## src/rtl/avalon_mm_arbiter.sv

```systemverilog
// N-host to 1-agent Avalon-MM arbiter with a registered grant and one transaction per grant.
// Define ARB_ROUND_ROBIN_EN for round-robin selection; otherwise the lowest requesting index wins.
module avalon_mm_arbiter #(
    parameter  int N_HOSTS = 2,
    parameter  int ADDR_W  = 32,
    parameter  int DATA_W  = 32,
    localparam int BE_W    = DATA_W / 8,
    localparam int IDX_W   = (N_HOSTS > 1) ? $clog2(N_HOSTS) : 1
) (
    input  logic                       clk,
    input  logic                       rst,
    input  logic [N_HOSTS*ADDR_W-1:0]  h_address,
    input  logic [N_HOSTS-1:0]         h_read,
    input  logic [N_HOSTS-1:0]         h_write,
    input  logic [N_HOSTS*DATA_W-1:0]  h_writedata,
    input  logic [N_HOSTS*BE_W-1:0]    h_byteenable,
    output logic [DATA_W-1:0]          h_readdata,
    output logic [N_HOSTS-1:0]         h_waitrequest,
    output logic [ADDR_W-1:0]          a_address,
    output logic                       a_read,
    output logic                       a_write,
    output logic [DATA_W-1:0]          a_writedata,
    output logic [BE_W-1:0]            a_byteenable,
    input  logic [DATA_W-1:0]          a_readdata,
    input  logic                       a_waitrequest,
    output logic [IDX_W-1:0]           grant_idx,
    output logic                       busy
);

    typedef enum logic [0:0] {
        ST_IDLE  = 1'b0,
        ST_GRANT = 1'b1
    } state_t;

    state_t               r_state;
    logic [IDX_W-1:0]     r_grant_idx;
    logic                 r_busy;
    logic [N_HOSTS-1:0]   w_req;
    logic                 w_granted;
`ifdef ARB_ROUND_ROBIN_EN
    logic [IDX_W-1:0]     r_rr_ptr;

    // First requester strictly after the pointer, wrapping from N_HOSTS-1 back to 0.
    function automatic logic [IDX_W-1:0] pick_winner(input logic [N_HOSTS-1:0] req,
                                                     input logic [IDX_W-1:0]   ptr);
        logic [IDX_W-1:0] win;
        logic             found;
        int               idx;
        win   = {IDX_W{1'b0}};
        found = 1'b0;
        for (int k = 1; k <= N_HOSTS; k++) begin
            idx = (int'(ptr) + k) % N_HOSTS;
            if (!found && req[idx]) begin
                win   = IDX_W'(idx);
                found = 1'b1;
            end
        end
        return win;
    endfunction
`else
    function automatic logic [IDX_W-1:0] pick_winner(input logic [N_HOSTS-1:0] req);
        logic [IDX_W-1:0] win;
        win = {IDX_W{1'b0}};
        for (int k = N_HOSTS - 1; k >= 0; k--) begin
            if (req[k]) begin
                win = IDX_W'(k);
            end
        end
        return win;
    endfunction
`endif

    assign w_req      = h_read | h_write;
    assign w_granted  = (r_state == ST_GRANT);
    assign grant_idx  = r_grant_idx;
    assign busy       = r_busy;
    assign h_readdata = a_readdata;

    // Agent-side mux; strobes and payload are forced to zero outside GRANT so reset drops them at once.
    always_comb begin
        a_address     = {ADDR_W{1'b0}};
        a_read        = 1'b0;
        a_write       = 1'b0;
        a_writedata   = {DATA_W{1'b0}};
        a_byteenable  = {BE_W{1'b0}};
        h_waitrequest = {N_HOSTS{1'b1}};
        if (w_granted) begin
            a_address     = h_address[r_grant_idx*ADDR_W +: ADDR_W];
            a_write       = h_write[r_grant_idx];
            a_read        = h_read[r_grant_idx] & ~h_write[r_grant_idx];
            a_writedata   = h_writedata[r_grant_idx*DATA_W +: DATA_W];
            a_byteenable  = h_byteenable[r_grant_idx*BE_W +: BE_W];
            h_waitrequest[r_grant_idx] = a_waitrequest;
        end else begin
            h_waitrequest = {N_HOSTS{1'b1}};
        end
    end

    // Arbitration FSM: sample requests only in IDLE, hold the grant until completion or request drop.
    always_ff @(posedge clk or negedge rst) begin
        if (!rst) begin
            r_state     <= ST_IDLE;
            r_grant_idx <= {IDX_W{1'b0}};
            r_busy      <= 1'b0;
`ifdef ARB_ROUND_ROBIN_EN
            r_rr_ptr    <= IDX_W'(N_HOSTS - 1);
`endif
        end else begin
            case (r_state)
                ST_IDLE: begin
                    if (|w_req) begin
`ifdef ARB_ROUND_ROBIN_EN
                        r_grant_idx <= pick_winner(w_req, r_rr_ptr);
`else
                        r_grant_idx <= pick_winner(w_req);
`endif
                        r_state     <= ST_GRANT;
                        r_busy      <= 1'b1;
                    end
                end
                ST_GRANT: begin
                    if (!w_req[r_grant_idx]) begin
                        r_state <= ST_IDLE;
                        r_busy  <= 1'b0;
                    end else if (!a_waitrequest) begin
                        r_state <= ST_IDLE;
                        r_busy  <= 1'b0;
`ifdef ARB_ROUND_ROBIN_EN
                        r_rr_ptr <= r_grant_idx;
`endif
                    end
                end
                default: begin
                    r_state <= ST_IDLE;
                    r_busy  <= 1'b0;
                end
            endcase
        end
    end

endmodule
```

## config.mk

```make
export PLATFORM = sky130hd
export DESIGN_NAME = avalon_mm_arbiter
export DESIGN_NICKNAME = d
export VERILOG_FILES = /design/src/rtl/avalon_mm_arbiter.sv
export SDC_FILE = /design/constraint.sdc
export NUM_CORES = 1
export LEC_CHECK = 0
export ABC_AREA = 1
export CAP_MARGIN = 0
export CELL_PAD_IN_SITES_DETAIL_PLACEMENT = 0
export CELL_PAD_IN_SITES_GLOBAL_PLACEMENT = 1
export CORE_AREA = 3 3 103 144
export DETAILED_ROUTE_END_ITERATION = 6
export DIE_AREA = 0 0 106 147
export GPL_TIMING_DRIVEN = 0
export PLACE_DENSITY = 0.92
export SKIP_LAST_GASP = 1
export SLEW_MARGIN = 20
export SYNTH_ARGS = -nofsm -noshare
export SYNTH_HDL_FRONTEND = slang
export SYNTH_SLANG_ARGS = --single-unit
```

## constraint.sdc

```tcl
create_clock -name clk -period 2.1 [get_ports clk]
set_input_delay 0.315 -clock clk [delete_from_list [all_inputs] [get_ports clk]]
set_output_delay 0.315 -clock clk [all_outputs]
set_load 0.005 [all_outputs]
```

==> reports/results.txt <==
Crit Reg-Reg Startpoint - grant_idx$_DFFE_PN0P_
Gr ovfl total - 0
WL final - 9750 um
Crit end category - output pin
Data arrival, critical path - 1760 ps
Die area - 15600 um2
Synth Area per Inst - 6.04 um2
Total power draw - 4.75 mW
Critical path's slowest cell - clkdlybuf4s50_1
Delay-heaviest family, CP - buffers and inverters
R2R depth - 7
Setup TNS - 0 ps
CTS tree - done
Largest net degree at the start of global routing - 12
Gr usage total - 11.2%
Global-route wire length before repair - 14100 um
Crit path cell chain - clkbuf_16, inv_16, buf_12, nor2_2, nor2_1, clkdlybuf4s50_1
Final period util - 99.0%
Iter 0 DRT Violations - 83
Drt pass-1 iters - 4
I/O Pins - 281
Row cnt - 50
# diodes - 0
Share of cells above drive strength 1 - 27.1%
Yosys warning total - 0
Hold Fails Final Rpt - 0
CORE AREA - 13500 um2
Clock Latency Late Sink - 220 ps
Area contributors post-synth - nor2_2, buf_4, o21ai_1, nor2_1, buf_12
CP Class - reg -> out
EDFF count, synth - 0
Antenna violations before repair - 0
Routed Antenna Nets - 0
Max frequency - 481 MHz
Status - finished, final reports clean
Area of the multi-input gates - 1150 um2
# fillers - 1452
Cell taking the most area after synthesis - nor2_2
Max-cap violation count - 0
Vias - 2749
Post-DP HPWL - 8220 um
Die W - 106 um
Syn Nets - 467
GPL Wtd Cong - 0.827
Critical path's largest stage delay - 530 ps
Worst Skew - 2.69 ps
Die H - 147 um
Slew HR - 84.1%
Synth async-reset ratio - 100%
Root Driver - clkbuf_16
Netlist cell types - 22
Non-filler cells, final - 742
Port bufs - 248
Flop-to-flop setup slack - 980 ps
Clk slew on worst S/H paths - 30 ps
Critical-path maximum fanout - 10
Yosys top cell area share - 24.5%
Slew Limit Fails - 0
Reg area - 76.3 um2
WL/cell - 13.1 um
Worst path buffer plus inverter count - 4
Number of global-route vias before repair - 2657
RSZ-0062 raised after global routing - true
Tmin final - 2080 ps
Seq/Total Area, Yosys - 4.26%
Top FF cell, synth - dfrtp_1
Finish-stage setup viols - 0
Post-Syn Area - 1760 um2
Critical Path Source Type - flop
Synthesized flop and latch total - 3
Worst Tran Pin Value - 237 ps
Critical path required time - 1780 ps
Peak VDD IR - 0.000344 V
Reg2reg end - busy$_DFFE_PN0P_
Cell area power density - 988 nW/um2
H-tree depth - 1
Initial Utilization - 13.0%
# nets final - 736
Residual DRC - 0
Clk buf depth - 2
Leak Pwr - 2.53 nW
Vias/cell - 3.70
# clock sinks - 3
Num CTS Buffers - 3
DP Cell Count - 722
Syn Inst Count - 292
Area growth, synth to finish - 173%
Hold Crit Class - in -> async
-- cells by family after synthesis --
kind of cell / Yosys count / synth area share, %
flip-flops: 3 / 4.26
AND/OR/NAND/NOR: 157 / 44.3
AO/OA/AOI/OAI: 71 / 20.6
buffers and inverters: 61 / 30.9
-- routing by layer --
metal | vias up | GRT usage [%] | routed length (um)
li1 | 1436 | - | -
met1 | 1172 | 12.8 | 3710
met2 | 135 | 21.5 | 5290
met3 | 6 | 2.07 | 668
met4 | 0 | 1.75 | 80
met5 | - | 0 | 0
-- stage by stage --
stage	util, %	hold slack, ps	instance area [um2]	worst slack (ps)
finish	35.6	286	4810	21.1
global route	35.6	300	4810	-50.0
CTS	33.8	285	4560	-17.7
detailed placement	33.1	520	4470	128
global placement	33.1	510	4470	133
floorplan	-	19.4	1760	869
-- registers in the layout, indices dropped and copies added (netlist names) --
name	count
r_state	1
busy	1
grant_idx	1
-- worst max path at each step --
| stage | startpoint | end | slack [ps] | cells past startpoint |
|---|---|---|---|---|
| detailed placement | grant_idx$_DFFE_PN0P_ | a_address[27] | 130 | 6 |
| floorplan | grant_idx$_DFFE_PN0P_ | a_address[0] | 870 | 5 |
| CTS | grant_idx$_DFFE_PN0P_ | a_address[27] | -20 | 5 |
| finish | grant_idx$_DFFE_PN0P_ | a_address[18] | 20 | 6 |
| global route | grant_idx$_DFFE_PN0P_ | a_address[18] | -50 | 6 |
| global placement | grant_idx$_DFFE_PN0P_ | a_address[27] | 130 | 6 |
-- synthesized netlist by cell type, types with 2 or more instances --
| cell | count |
|---|---|
| buf_12 | 7 |
| buf_4 | 39 |
| buf_6 | 3 |
| clkbuf_4 | 5 |
| dfrtp_1 | 3 |
| inv_1 | 3 |
| nand2_1 | 8 |
| nand3_1 | 2 |
| nor2_1 | 74 |
| nor2_2 | 69 |
| o21ai_0 | 11 |
| o21ai_1 | 58 |
-- final cells by class --
class                      count  area share (%)
timing repair buffer         263            56.5
multi-input combinational    228            23.8
buffer                        55            10.8
tap                          182            4.73
clock buffer                   4            1.64
sequential                     3            1.59
inverter                       6           0.806
timing repair inverter         1           0.182
-- timing repair --
action | in CTS | in global routing
hold buffers | 0 | 0
gates cloned | 1 | 1
endpoints found under the setup margin | 62 | 58
setup buffers | 0 | 14
gates resized for setup | 15 | 49
-- cells in the final DEF (no fill, tap or decap) --
cell type          n
nand2_2            1
dlygate4sd2_1     11
dlymetal6s2s_1    48
o21ai_2            1
clkinv_1           1
inv_2              1
nor2_2            70
inv_6              1
dfrtp_1            2
buf_2              1
buf_6              2
o21ai_1           58
inv_1              3
nor2_1            73
buf_4             53
a21oi_2            1
buf_12             8
nand3_1            2
clkbuf_16          4
dfrtp_2            1
o21ai_0           11
nand2_1            8
clkbuf_4           5
clkbuf_1           1
nor3_1             1
nand3_2            1
inv_16             1
clkdlybuf4s50_1  189
nor3_2             1
-- report_power, final --
| group | switching, mW | internal [mW] |
|---|---|---|
| combinational | 1.91 | 2.42 |
| clock | 0.0528 | 0.251 |
| sequential | 0.0340 | 0.0895 |
(Power assumes the default switching activity.)
